--- config.mk ---
export PLATFORM = sky130hd
export DESIGN_NAME = fetch_align_ctrl
export DESIGN_NICKNAME = d
export VERILOG_FILES = /design/src/rtl/fetch_align_ctrl.sv
export SDC_FILE = /design/constraint.sdc
export NUM_CORES = 1
export LEC_CHECK = 0
export CORE_UTILIZATION = 65
export CTS_BUF_LIST = sky130_fd_sc_hd__clkbuf_8
export DETAILED_ROUTE_END_ITERATION = 10
export DONT_BUFFER_PORTS = 1
export PLACE_DENSITY_LB_ADDON = 0.08
export SYNTH_ARGS = -nofsm -noshare
export SYNTH_HDL_FRONTEND = slang
export SYNTH_SLANG_ARGS = --single-unit
--- constraint.sdc ---
create_clock -name clk -period 4.9 [get_ports clk]
set_input_delay 0.98 -clock clk [delete_from_list [all_inputs] [get_ports clk]]
set_output_delay 0.98 -clock clk [all_outputs]
set_load 0.02 [all_outputs]
--- src/rtl/fetch_align_ctrl.sv ---
// Fetch alignment controller: word fetches into a 4-halfword queue, extracts
// 16/32-bit instructions at any halfword alignment, routes RVC through the decompressor.
module fetch_align_ctrl #(
    parameter logic [31:0] RESET_PC = 32'h0000_0000
) (
    input  logic        clk,
    input  logic        rst_n,
    output logic        imem_req,
    output logic [31:0] imem_addr,
    input  logic        imem_rvalid,
    input  logic [31:0] imem_rdata,
    output logic [15:0] dec_in,
    input  logic [31:0] dec_out,
    output logic        instr_valid,
    input  logic        instr_ready,
    output logic [31:0] instr_out,
    output logic [31:0] instr_pc,
    output logic        instr_compressed,
    output logic        instr_illegal,
    input  logic        redirect_valid,
    input  logic [31:0] redirect_pc
);

    typedef enum logic [1:0] {S_IDLE, S_WAIT, S_DISCARD} state_t;

    state_t           state, state_nx;
    logic [3:0][15:0] q, q_sh, q_nx;
    logic [2:0]       count, count_nx, cnt_pop, pop_n;
    logic [31:0]      pc, pc_nx, fetch_addr, fetch_addr_nx;
    logic             skip, skip_nx;
    logic             head_cmp, pop, push, redir;
    logic [1:0]       wr_idx;
    logic             unused_ok;

    assign unused_ok = redirect_pc[0];

    // Head decode is purely combinational so the downstream sees zero added latency.
    assign head_cmp         = (q[0][1:0] != 2'b11);
    assign instr_valid      = head_cmp ? (count >= 3'd1) : (count >= 3'd2);
    assign dec_in           = q[0];
    assign instr_out        = head_cmp ? dec_out : {q[1], q[0]};
    assign instr_compressed = head_cmp;
    assign instr_illegal    = instr_valid && (q[0] == 16'h0000);
    assign instr_pc         = pc;
    assign imem_addr        = fetch_addr;

    assign pop     = instr_valid && instr_ready && !redirect_valid;
    assign pop_n   = pop ? (head_cmp ? 3'd1 : 3'd2) : 3'd0;
    assign cnt_pop = count - pop_n;
    assign wr_idx  = cnt_pop[1:0];

    always_comb begin
        case (pop_n)
            3'd1:    q_sh = {16'h0000, q[3], q[2], q[1]};
            3'd2:    q_sh = {16'h0000, 16'h0000, q[3], q[2]};
            default: q_sh = q;
        endcase
    end

    always_comb begin
        state_nx      = state;
        count_nx      = cnt_pop;
        pc_nx         = pc + {28'd0, pop_n, 1'b0};
        fetch_addr_nx = fetch_addr;
        skip_nx       = skip;
        q_nx          = q_sh;
        imem_req      = 1'b0;
        push          = 1'b0;
        redir         = 1'b0;

        case (state)
            S_IDLE: begin
                if (redirect_valid) begin
                    redir = 1'b1;
                end else if (rst_n && cnt_pop <= 3'd2) begin
                    imem_req      = 1'b1;
                    fetch_addr_nx = fetch_addr + 32'd4;
                    state_nx      = S_WAIT;
                end
            end
            S_WAIT: begin
                if (redirect_valid) begin
                    redir    = 1'b1;
                    state_nx = imem_rvalid ? S_IDLE : S_DISCARD;
                end else if (imem_rvalid) begin
                    push     = 1'b1;
                    state_nx = S_IDLE;
                end
            end
            S_DISCARD: begin
                redir = redirect_valid;
                if (imem_rvalid) state_nx = S_IDLE;
            end
            default: state_nx = S_IDLE;
        endcase

        // Push lands behind what survives this cycle's pop; cnt_pop<=2 here so no overflow.
        if (push) begin
            if (skip) begin
                q_nx[wr_idx] = imem_rdata[31:16];
                count_nx     = cnt_pop + 3'd1;
            end else begin
                q_nx[wr_idx]        = imem_rdata[15:0];
                q_nx[wr_idx + 2'd1] = imem_rdata[31:16];
                count_nx            = cnt_pop + 3'd2;
            end
            skip_nx = 1'b0;
        end

        if (redir) begin
            count_nx      = 3'd0;
            pc_nx         = {redirect_pc[31:1], 1'b0};
            fetch_addr_nx = {redirect_pc[31:2], 2'b00};
            skip_nx       = redirect_pc[1];
        end
    end

    always_ff @(posedge clk) begin
        if (!rst_n) begin
            state      <= S_IDLE;
            count      <= 3'd0;
            q          <= '0;
            pc         <= {RESET_PC[31:1], 1'b0};
            fetch_addr <= {RESET_PC[31:2], 2'b00};
            skip       <= RESET_PC[1];
        end else begin
            state      <= state_nx;
            count      <= count_nx;
            q          <= q_nx;
            pc         <= pc_nx;
            fetch_addr <= fetch_addr_nx;
            skip       <= skip_nx;
        end
    end

endmodule

---- Word-level counts from Yosys, hierarchy flattened ----
Cells that the tools add are included.
storage, ports and cells
  output and inout port bits .............. 116
  logic and storage cells ................. 88
  bits of input ports ..................... 101
  register bits ........................... 134
cells by class
  bitwise operators ....................... 2
  eq/ne operators ......................... 8
  multiplexer cells ....................... 37
  reductions and logical operators ........ 17
  magnitude comparators ................... 7
  add/sub/neg operators ................... 6
operator list
  kind                                                 count
  bitwise mux 64 bit                                   3
  two-way mux 32 bit                                   6
  two-way mux 64 bit                                   2
  case mux 64 bit (2 select lines)                     1
  demux 16 bit (select 2 bit)                          2
  adder 32 x 3 -> 32 bit                               1
  adder 32 x 3 -> 32 bit, second input constant        1
  two-way mux 16 bit                                   2
  logical NOT 16 bit                                   1
  two-way mux 2 bit                                    7
  two-way mux 1 bit                                    10
  logical AND 1 bit                                    6
  < comparator 2 x 3 -> 1 bit, second input constant   2
  two-way mux 3 bit                                    2
  inequality test 2 bit, second input constant         3
  case mux 2 bit (3 select lines)                      1
  AND reduction 3 bit                                  2
  nonzero test 2 bit                                   3
  == test 2 x 1 -> 1 bit, second input constant        2
  == test 2 bit, second input constant                 2
  >= comparator 2 x 1 -> 1 bit, second input constant  2
  OR reduction 2 bit                                   2
  adder 3 x 1 -> 3 bit, second input constant          1
  adder 3 x 2 -> 3 bit, second input constant          1
  11 further kinds                                     12

---- Longest topological paths before layout ----
Gate-level depths: netlist of the first run.
  depth after elaboration ................. 14
  mapped depth ............................ 17
  depth with buffers taken out ............ 13

---- Worst setup path after synthesis of the first run ----
Ideal clock, no wire load.
  path type ............................... input to output
  start point ............................. input redirect_valid
  end point ............................... output imem_req
  required time ........................... 3.920 ns
  cell stages on the path ................. 11
  path buffers ............................ 3
  arrival time ............................ 3.499 ns
  slack ................................... 0.421 ns
  cells stage by stage .................... inv_1 > o311a_1 > clkbuf_1 > buf_2 > buf_2 > nand3_1 > fa_1 > ha_1 > nand2b_1 > nand3_1 > nor2_1
on the way
  longest elaborated chain between the ends .. 9
RTL lines
  element                       line  source
  start, declared               20    input logic redirect_valid,
  logical NOT 1 bit             47    assign pop = instr_valid && instr_ready && !redirect_valid;
  logical AND 1 bit             47
  two-way mux 2 bit             48    assign pop_n = pop ? (head_cmp ? 3'd1 : 3'd2) : 3'd0;
  subtractor 3 x 2 -> 3 bit     49    assign cnt_pop = count - pop_n;
  <= comparator 3 x 2 -> 1 bit  75    end else if (rst_n && cnt_pop <= 3'd2) begin
  logical AND 1 bit             75
  two-way mux 1 bit             75
  two-way mux 1 bit (*)         73    if (redirect_valid) begin
  two-way mux 1 bit (*)         71    case (state)
  end, declared                 8     output logic imem_req,
Mark *: on every way between the ends. The rest lies on a longest branch, timed or not.

---- Worst setup path in the final report of the first run ----
  start point ............................. register count[0]
  end point ............................... output imem_req
on the way
  longest elaborated chain between the ends .. 11
  elaborated cells on any way between the ends .. 12
  those cells by class .................... 1 x add/sub; 3 x order compare; 5 x mux; 3 x reduce/logical
RTL lines
  element                                                                       line  source
  start, declared                                                               28    logic [2:0] count, count_nx, cnt_pop, pop_n;
  start signal, assigned                                                        128   count <= count_nx;
  >= comparator 3 x 2 -> 1 bit or >= comparator 3 x 1 -> 1 bit (tied branches)  39    assign instr_valid = head_cmp ? (count >= 3'd1) : (count >= 3'd2);
  two-way mux 1 bit                                                             39
  logical AND 1 bit (2 in series)                                               47
  two-way mux 2 bit                                                             48
  subtractor 3 x 2 -> 3 bit (*)                                                 49
  <= comparator 3 x 2 -> 1 bit (*)                                              75
  logical AND 1 bit (*)                                                         75
  two-way mux 1 bit (*)                                                         75
  two-way mux 1 bit (*)                                                         73
  two-way mux 1 bit (*)                                                         71
Marks and branches as above.

==> summary.txt, run 1 <==
TIMING
------------------------------------------------------------------------------------------
Worst-Margin Slew                                                                   996 ps
Total of endpoints with negative setup slack in the final report                         0
Worst-case headroom to the max-slew limit                                            33.6%
Clock skew after layout                                                            11.1 ps
Post-route fraction of the period consumed by the critical path                      91.9%
Sum Neg Setup Slack                                                                   0 ps
Tmin final                                                                         4500 ps
Setup repair after global routing missed its margin                                  false
Total count of hold-check failures in the final report                                   0
Fmax                                                                               222 MHz
Max-slew violation total from the final report                                           0

DIE
------------------------------------------------------------------------------------------
Cell row count                                                                          43
Die H                                                                               121 um
Die area                                                                       0.0146 mm^2
Initial cell density of the core                                                     66.4%
Core region area                                                               0.0138 mm^2
Die boundary width                                                                  121 um
Total I/O pin count                                                                    217

CRITICAL PATH
------------------------------------------------------------------------------------------
Path type of the worst setup path                                               reg -> out
Flop-to-flop setup slack                                                           1000 ps
Data required, critical path                                                       3920 ps
Nature of the critical path endpoint                                            output pin
Worst r2r path cells                                                                    13
Critical Path Fanout Max                                                                 6
Data arrival time at the worst-slack endpoint                                      3520 ps
Type of origin of the critical path                                              flip-flop
Worst flop-to-flop path startpoint                                            count[0]$_SDFF_PP0_
Endpoint of the most critical register-to-register path                       q[63]$_SDFF_PN0_

ROUTING
------------------------------------------------------------------------------------------
DR vias                                                                               9291
First drt pass iteration count                                                           5
# DRC                                                                                    0
WL per Instance                                                                    21.1 um
DRC violation total after the first TritonRoute iteration                             1323
Per-cell via count in the routed design                                               6.88
Final WL                                                                          28500 um
Detail Route Antenna Nets                                                                0

CTS
------------------------------------------------------------------------------------------
Worst skew pair latency                                                             460 ps
Number of gates resized after cts                                                        0
Number of sinks on the clock net                                                       131
Clock edge transition at the registers on the reported setup and hold paths          90 ps
# hold bufs at CTS                                                                       0
Clock tree from TritonCTS                                                             done
Maximum buffer depth of the clock tree                                                   2
Root Driver                                                                   sky130_fd_sc_hd__clkbuf_8
Total clock buffers created by CTS                                                      17
Buffers inserted during post-CTS setup optimization                                      0
H-Tree Depth                                                                             4

LOGIC SYNTHESIS
------------------------------------------------------------------------------------------
Synthesis-stage register bit count                                                     131
Share of flip-flops with an asynchronous set or reset after synthesis                   0%
Flip-flop cell with the highest count after synthesis                         sky130_fd_sc_hd__dfxtp_1
Synthesized area per cell                                                        7.25 um^2
Synth cell types                                                                        55
Cell count after synthesis                                                            1266
Cell area after technology mapping                                            0.00918 mm^2
Part of the Yosys area used for sequential elements                                  28.6%
Yosys warnings                                                                           0
Count of flip-flops with a built-in enable after synthesis                               0

POWER
------------------------------------------------------------------------------------------
Static leakage                                                                     2.84 nW
Max VDD drop                                                                        232 uV
Total power divided by cell area                                               252 mW/mm^2
Total power consumption of the routed design                                       2.34 mW

MIN PATH
------------------------------------------------------------------------------------------
Classification of the worst-slack hold path                                     reg -> reg
Origin of the worst min-delay path                                            q[49]$_SDFF_PN0_
WHS Endpoint                                                                  q[49]$_SDFF_PN0_
Number of cells traversed by the worst hold path                                         2

RUN
------------------------------------------------------------------------------------------
Max-Cap Viols                                                                            0

GLOBAL ROUTE
------------------------------------------------------------------------------------------
First-pass GRT wire length                                                        43400 um
Pin count of the biggest net entering global routing                                   103
Combined global-route utilization of all metal layers                                38.1%
Antenna violations before repair                                                         0
Number of global-route vias before repair                                             7766
Grt ovf                                                                                  0

PLACEMENT
------------------------------------------------------------------------------------------
Input/output buffers                                                                     0
Routability Congestion                                                               0.858
Detailed Place HPWL                                                               18300 um

FINISH
------------------------------------------------------------------------------------------
Layout Area Growth over Synthesis                                                   0.927%
# diodes                                                                                 0
Net count of the finished layout                                                      1269
Ratio of cells with drive above 1 in the final layout                                9.40%

OUTCOME
------------------------------------------------------------------------------------------
Status                                                                        finished clean

==> kinds of logic (layout without fill, tap and decap cells) <==
kind of cell,after synthesis,count (layout),synth area share [%]
compound gates,425,425,28.9
mux,31,31,3.79
xor+xnor,58,58,5.62
simple gates,440,440,23.5
buf+inv,170,72,8.07
other cells,1,3,0.0409
fa+ha+maj,10,10,1.53
flops,131,131,28.6
==> report_power, final <==
part | switching, mW | total, mW | internal, mW
logic | 0.169 | 0.271 | 0.102
clock network | 0.480 | 0.832 | 0.352
registers | 0.125 | 1.24 | 1.11
==> routing by layer <==
layer	global-route usage, %	vias to the layer above	wire length (um)
met3	12.5	40	4090
li1	-	4334	-
met2	53.0	593	11900
met5	0	-	0
met1	55.8	4324	12200
met4	9.65	0	387
==> registers in the layout, indices dropped and copies added (netlist names) <==
| signal | cells |
|---|---|
| count | 3 |
| state | 2 |
| skip | 1 |
| imem_addr | 30 |
| dec_in | 16 |
| q | 48 |
| instr_pc | 31 |
==> worst max-delay path: stages, from the launching register on <==
cell	delay, ps
sky130_fd_sc_hd__dfxtp_1	340
sky130_fd_sc_hd__a21boi_1	340
sky130_fd_sc_hd__o311ai_2	140
sky130_fd_sc_hd__a21oi_1	220
sky130_fd_sc_hd__ha_1	180
sky130_fd_sc_hd__inv_1	50
sky130_fd_sc_hd__fa_1	600
sky130_fd_sc_hd__ha_1	230
sky130_fd_sc_hd__nand2b_1	230
sky130_fd_sc_hd__nand3_1	240
sky130_fd_sc_hd__nor2_1	480
==> cells in the final DEF (no fill, tap or decap), types with 3 or more instances in the layout <==
| cell type | netlist | final |
|---|---|---|
| sky130_fd_sc_hd__conb_1 | 1 | 3 |
| sky130_fd_sc_hd__nor3_2 | 11 | 11 |
| sky130_fd_sc_hd__xnor2_1 | 38 | 38 |
| sky130_fd_sc_hd__and4_1 | 5 | 5 |
| sky130_fd_sc_hd__nor4_1 | 8 | 8 |
| sky130_fd_sc_hd__a221oi_1 | 45 | 45 |
| sky130_fd_sc_hd__nor2b_1 | 8 | 8 |
| sky130_fd_sc_hd__dfxtp_1 | 131 | 130 |
| sky130_fd_sc_hd__nand3_1 | 123 | 122 |
| sky130_fd_sc_hd__mux2_2 | 30 | 30 |
| sky130_fd_sc_hd__nand4_1 | 11 | 11 |
| sky130_fd_sc_hd__o21ai_0 | 97 | 97 |
| sky130_fd_sc_hd__nor3_1 | 11 | 11 |
| sky130_fd_sc_hd__inv_1 | 20 | 20 |
| sky130_fd_sc_hd__buf_4 | 20 | 20 |
| sky130_fd_sc_hd__or3_1 | 3 | 3 |
| sky130_fd_sc_hd__nand2b_1 | 7 | 7 |
| sky130_fd_sc_hd__a31oi_1 | 3 | 3 |
| sky130_fd_sc_hd__nor4_2 | 4 | 4 |
| sky130_fd_sc_hd__nand2_1 | 156 | 154 |
| sky130_fd_sc_hd__nor2_1 | 71 | 71 |
| sky130_fd_sc_hd__a21boi_0 | 20 | 20 |
| sky130_fd_sc_hd__a21oi_1 | 155 | 155 |
| sky130_fd_sc_hd__and3_1 | 12 | 11 |
| sky130_fd_sc_hd__a211oi_1 | 19 | 19 |
| sky130_fd_sc_hd__clkinv_2 | 0 | 3 |
| sky130_fd_sc_hd__xor2_1 | 19 | 19 |
| sky130_fd_sc_hd__o211ai_1 | 32 | 32 |
| sky130_fd_sc_hd__ha_1 | 8 | 8 |
| sky130_fd_sc_hd__inv_6 | 0 | 3 |
| sky130_fd_sc_hd__a211o_1 | 13 | 13 |
| sky130_fd_sc_hd__o21ai_1 | 4 | 4 |
| sky130_fd_sc_hd__a22o_1 | 15 | 15 |
| sky130_fd_sc_hd__clkbuf_8 | 0 | 17 |
| sky130_fd_sc_hd__clkinv_4 | 0 | 6 |
| sky130_fd_sc_hd__o21bai_1 | 15 | 15 |
==> cells in the mapped netlist (all sizes together), types with 2 or more instances <==
master | count | area (um^2)
a21boi | 21 | 158
o21ai | 101 | 505
o211ai | 32 | 240
xnor2 | 38 | 333
and3 | 12 | 75.1
inv | 21 | 78.8
and4 | 5 | 43.8
xor2 | 20 | 183
ha | 8 | 100
nor4 | 13 | 121
or3 | 3 | 18.8
a21oi | 155 | 776
a31oi | 3 | 18.8
nand4 | 13 | 103
nor2 | 71 | 267
o2bb2ai | 2 | 17.5
nand3 | 123 | 616
o21bai | 15 | 113
mux2 | 30 | 338
a211o | 13 | 114
fa | 2 | 40.0
nand2b | 7 | 43.8
nand2 | 156 | 586
nor2b | 8 | 50.1
a211oi | 19 | 143
nand3b | 2 | 15.0
a22o | 15 | 131
nor3b | 3 | 27.5
clkbuf | 105 | 395
buf | 44 | 267
nor3 | 22 | 165
dfxtp | 131 | 2620
nand4b | 2 | 23.8
a221oi | 45 | 394
==> worst max path at each step <==
stage | from | to | slack (ps)
6_report | count[0]$_SDFF_PP0_ | imem_req | 400
3_3_place_gp | redirect_valid | imem_req | 570
2_1_floorplan | redirect_valid | imem_req | 420
5_1_grt | count[0]$_SDFF_PP0_ | imem_req | 170
3_5_place_dp | redirect_valid | imem_req | 470
4_1_cts | count[0]$_SDFF_PP0_ | imem_req | 420
==> layout make-up <==
type                    count  area, um^2
inverters                  21        78.8
flip-flops and latches    131        2630
clock buffers              17         234
well taps                 180         225
clock inverters            14         109
fillers                  1214        4570
multi-input cells         967        5840
repair buffers             20         150
==> stage by stage <==
stage	instances	setup slack, ps	instance area [um^2]	hold WS [ps]	utilization, %
after floorplan	1268	421	9180	480	-
after global routing	1350	174	9260	568	67.0
after detailed placement	1319	474	8920	518	64.5
after global placement	1319	570	8920	512	64.5
final	1350	399	9260	537	67.0
after CTS	1350	424	9260	535	67.0
No activity file was read; power rests on OpenSTA's default activity.
==> run 2: changes to the inputs <==
--- a/config.mk
+++ b/config.mk
@@ -5,6 +5,7 @@
 export SDC_FILE = /design/constraint.sdc
 export NUM_CORES = 1
 export LEC_CHECK = 0
+export CORE_MARGIN = 2
 export CORE_UTILIZATION = 65
 export CTS_BUF_LIST = sky130_fd_sc_hd__clkbuf_8
 export DETAILED_ROUTE_END_ITERATION = 10
==> run 2 against run 1 <==
Cell count barely moved. Clock power increased by 13%. Register-to-register slack lost 190 ps. Via count up 0.96%. Clock-buffer cell count grew 1. First-iteration DRC count grew 7.9%. Critical path depth unchanged. Critical endpoint unchanged.
==> summary.txt, run 2 (synthesis gave the netlist of run 1 again) <==
MIN PATH
------------------------------------------------------------------------------------------
WHS Endpoint                                                                  q[63]$_SDFF_PN0_   was q[49]$_SDFF_PN0_
Classification of the worst-slack hold path                                     reg -> reg   unchanged
Origin of the worst min-delay path                                            q[63]$_SDFF_PN0_   was q[49]$_SDFF_PN0_
Number of cells traversed by the worst hold path                                         2   unchanged

TIMING
------------------------------------------------------------------------------------------
Final-layout worst hold slack                                                       540 ps   was 537 ps
Setup repair after global routing missed its margin                                  false   unchanged
Sum Neg Setup Slack                                                                   0 ps   unchanged
Max-slew violation total from the final report                                           0   unchanged
Clock skew after layout                                                            11.2 ps   was 11.1 ps
Tmin final                                                                         4580 ps   was 4500 ps
Total of endpoints with negative setup slack in the final report                         0   unchanged
Post-route setup slack                                                              318 ps   was 399 ps
Post-route fraction of the period consumed by the critical path                      93.5%   was 91.9%
Worst-case headroom to the max-slew limit                                            3.29%   was 33.6%
Worst-Margin Slew                                                                  1450 ps   was 996 ps
Total count of hold-check failures in the final report                                   0   unchanged
Fmax                                                                               218 MHz   was 222 MHz

FINISH
------------------------------------------------------------------------------------------
Non-filler instance count after layout                                                1349   was 1350
Register with the most flip-flops                                                        q   unchanged
Layout Area Growth over Synthesis                                                    1.57%   was 0.927%
Most common cell after layout, fill and taps aside                            sky130_fd_sc_hd__a21oi_1   unchanged
Fillcell total                                                                        1276   was 1214
Top library cells by usage in the layout, fill and taps aside                 155 x sky130_fd_sc_hd__a21oi_1, 154 x sky130_fd_sc_hd__nand2_1, 130 x sky130_fd_sc_hd__dfxtp_1, 122 x sky130_fd_sc_hd__nand3_1, 97 x sky130_fd_sc_hd__o21ai_0   unchanged
# diodes                                                                                 0   unchanged
Flip-flop count of the largest register after layout                                    48   unchanged
Ratio of cells with drive above 1 in the final layout                                9.32%   was 9.40%
Net count of the finished layout                                                      1268   was 1269

CRITICAL PATH
------------------------------------------------------------------------------------------
Type of origin of the critical path                                              flip-flop   unchanged
Slowest cell delay on critical path                                                 600 ps   about the same
Endpoint of the most critical register-to-register path                       q[54]$_SDFF_PN0_   was q[63]$_SDFF_PN0_
CP Cell Sequence                                                              a21boi_1 > o311ai_2 > a21oi_1 > ha_1 > inv_1 > fa_1 > ha_1 > nand2b_1 > nand3_1 > nor2_1   unchanged
Flop-to-flop setup slack                                                            810 ps   was 1000 ps
Data required, critical path                                                       3920 ps   about the same
Worst r2r path cells                                                                    12   was 13
Worst flop-to-flop path startpoint                                            dec_in[0]$_SDFF_PN0_   was count[0]$_SDFF_PP0_
Count of buffering cells on the critical path with inverters included                    1   unchanged
Critical Path Fanout Max                                                                 6   unchanged
Most frequent CP cell                                                         sky130_fd_sc_hd__ha_1   unchanged
Slowest stage cell, crit path                                                 sky130_fd_sc_hd__fa_1   unchanged
Nature of the critical path endpoint                                            output pin   unchanged
Crit path max-delay family                                                     adder cells   unchanged
Data arrival time at the worst-slack endpoint                                      3600 ps   was 3520 ps
Path type of the worst setup path                                               reg -> out   unchanged

CTS
------------------------------------------------------------------------------------------
Buffers inserted during post-CTS setup optimization                                      0   unchanged
Root Driver                                                                   sky130_fd_sc_hd__clkbuf_8   unchanged
Worst skew pair latency                                                             460 ps   about the same
Number of sinks on the clock net                                                       131   unchanged
# hold bufs at CTS                                                                       0   unchanged
Clock edge transition at the registers on the reported setup and hold paths          80 ps   was 90 ps
Total clock buffers created by CTS                                                      17   unchanged
H-Tree Depth                                                                             4   unchanged
Maximum buffer depth of the clock tree                                                   2   unchanged
Clock tree from TritonCTS                                                             done   unchanged
Number of gates resized after cts                                                        0   unchanged

PLACEMENT
------------------------------------------------------------------------------------------
Input/output buffers                                                                     0   unchanged
Detailed Place HPWL                                                               18600 um   was 18300 um
Worst setup timing slack at the placement stage                                     507 ps   was 474 ps
Routability Congestion                                                               0.870   was 0.858
Number of placed instances with taps included                                         1318   was 1319

POWER
------------------------------------------------------------------------------------------
Sw frac                                                                              31.3%   was 33.1%
Total power divided by cell area                                               263 mW/mm^2   was 252 mW/mm^2
Reg power frac                                                                       50.4%   was 52.8%
Proportion of power drawn by combinational gates                                     11.2%   was 11.6%
Switching power of the nets                                                       0.768 mW   was 0.774 mW
Total power consumption of the routed design                                       2.45 mW   was 2.34 mW
Fraction of power consumed by the clock network                                      38.5%   was 35.6%
Max VDD drop                                                                        216 uV   was 232 uV
Static leakage                                                                     2.85 nW   was 2.84 nW
Total internal power                                                               1.68 mW   was 1.56 mW

RUN
------------------------------------------------------------------------------------------
Max-Cap Viols                                                                            0   unchanged

GLOBAL ROUTE
------------------------------------------------------------------------------------------
Antenna violations before repair                                                         0   unchanged
Pin count of the biggest net entering global routing                                    96   was 103
First-pass GRT wire length                                                        44100 um   was 43400 um
Number of global-route vias before repair                                             8022   was 7766
Combined global-route utilization of all metal layers                                37.8%   was 38.1%
Grt ovf                                                                                  0   unchanged

DIE
------------------------------------------------------------------------------------------
Cell row count                                                                          43   unchanged
Die boundary width                                                                  123 um   was 121 um
Core region area                                                               0.0138 mm^2   unchanged
Initial cell density of the core                                                     66.4%   unchanged
Total I/O pin count                                                                    217   unchanged
Die H                                                                               123 um   was 121 um
Die area                                                                       0.0151 mm^2   was 0.0146 mm^2

ROUTING
------------------------------------------------------------------------------------------
Per-cell via count in the routed design                                               6.95   was 6.88
Final WL                                                                          28900 um   was 28500 um
DRC violation total after the first TritonRoute iteration                             1427   was 1323
WL per Instance                                                                    21.4 um   was 21.1 um
Detail Route Antenna Nets                                                                0   unchanged
# DRC                                                                                    0   unchanged
DR vias                                                                               9380   was 9291
First drt pass iteration count                                                           6   was 5

OUTCOME
------------------------------------------------------------------------------------------
Status                                                                        finished clean   unchanged

## run 2: metrics by stage
step	instance area, um^2	utilization [%]
after global placement	8920	64.5
after CTS	9320	67.4
after floorplan	9180	-
final	9320	67.4
after global routing	9320	67.4
after detailed placement	8920	64.5
## run 2: worst register-to-register path: stages, from the launching register on
cell and delay (ps):
sky130_fd_sc_hd__dfxtp_1 450, sky130_fd_sc_hd__a21boi_1 350, sky130_fd_sc_hd__o311ai_2 140, sky130_fd_sc_hd__a21oi_1 230, sky130_fd_sc_hd__ha_1 190, sky130_fd_sc_hd__inv_1 50
sky130_fd_sc_hd__fa_1 600, sky130_fd_sc_hd__ha_1 240, sky130_fd_sc_hd__nor2b_1 1120, sky130_fd_sc_hd__a221oi_1 200, sky130_fd_sc_hd__a211oi_1 320, sky130_fd_sc_hd__a21oi_1 80
sky130_fd_sc_hd__nor2_1 90
## run 2: routing by layer
| metal | track usage [%] | vias to the layer above | share of wire, % | wire length, um |
|---|---|---|---|---|
| met4 | 11.8 | 0 | 2.2 | 638 |
| met1 | 55.2 | 4330 | 42 | 12000 |
| li1 | - | 4348 | - | - |
| met2 | 50.4 | 641 | 41 | 11800 |
| met3 | 14.5 | 61 | 15 | 4400 |
| met5 | 0 | - | 0 | 0 |
## run 2: worst max path at each step
stage | slack, ps | start | cells past startpoint | end
floorplan | 420 | redirect_valid | 11 | imem_req
global placement | 580 | redirect_valid | 10 | imem_req
detailed placement | 510 | redirect_valid | 10 | imem_req
CTS | 320 | dec_in[0]$_SDFF_PN0_ | 10 | imem_req
global route | 70 | dec_in[0]$_SDFF_PN0_ | 10 | imem_req
finish | 320 | dec_in[0]$_SDFF_PN0_ | 10 | imem_req
## run 2: power by group through the flow
| stage | logic (mW) | registers (mW) | clock network [mW] |
|---|---|---|---|
| 6_report | 0.274 | 1.24 | 0.943 |
| 5_1_grt | 0.302 | 1.24 | 0.996 |
| 4_1_cts | 0.269 | 1.23 | 0.952 |
| 3_5_place_dp | 0.266 | 1.26 | 0 |
| 3_3_place_gp | 0.262 | 1.26 | 0 |
| 2_1_floorplan | 0.260 | 1.22 | 0 |
## run 2: cell type report
type / count / area [um^2] / share of cell area, %
Multi-Input combinational cell: 967 / 5840 / 62.6
Sequential cell: 131 / 2630 / 28.2
Clock buffer: 18 / 248 / 2.66
Tap cell: 180 / 225 / 2.42
Timing Repair Buffer: 19 / 155 / 1.66
Clock inverter: 13 / 149 / 1.60
Inverter: 21 / 78.8 / 0.846
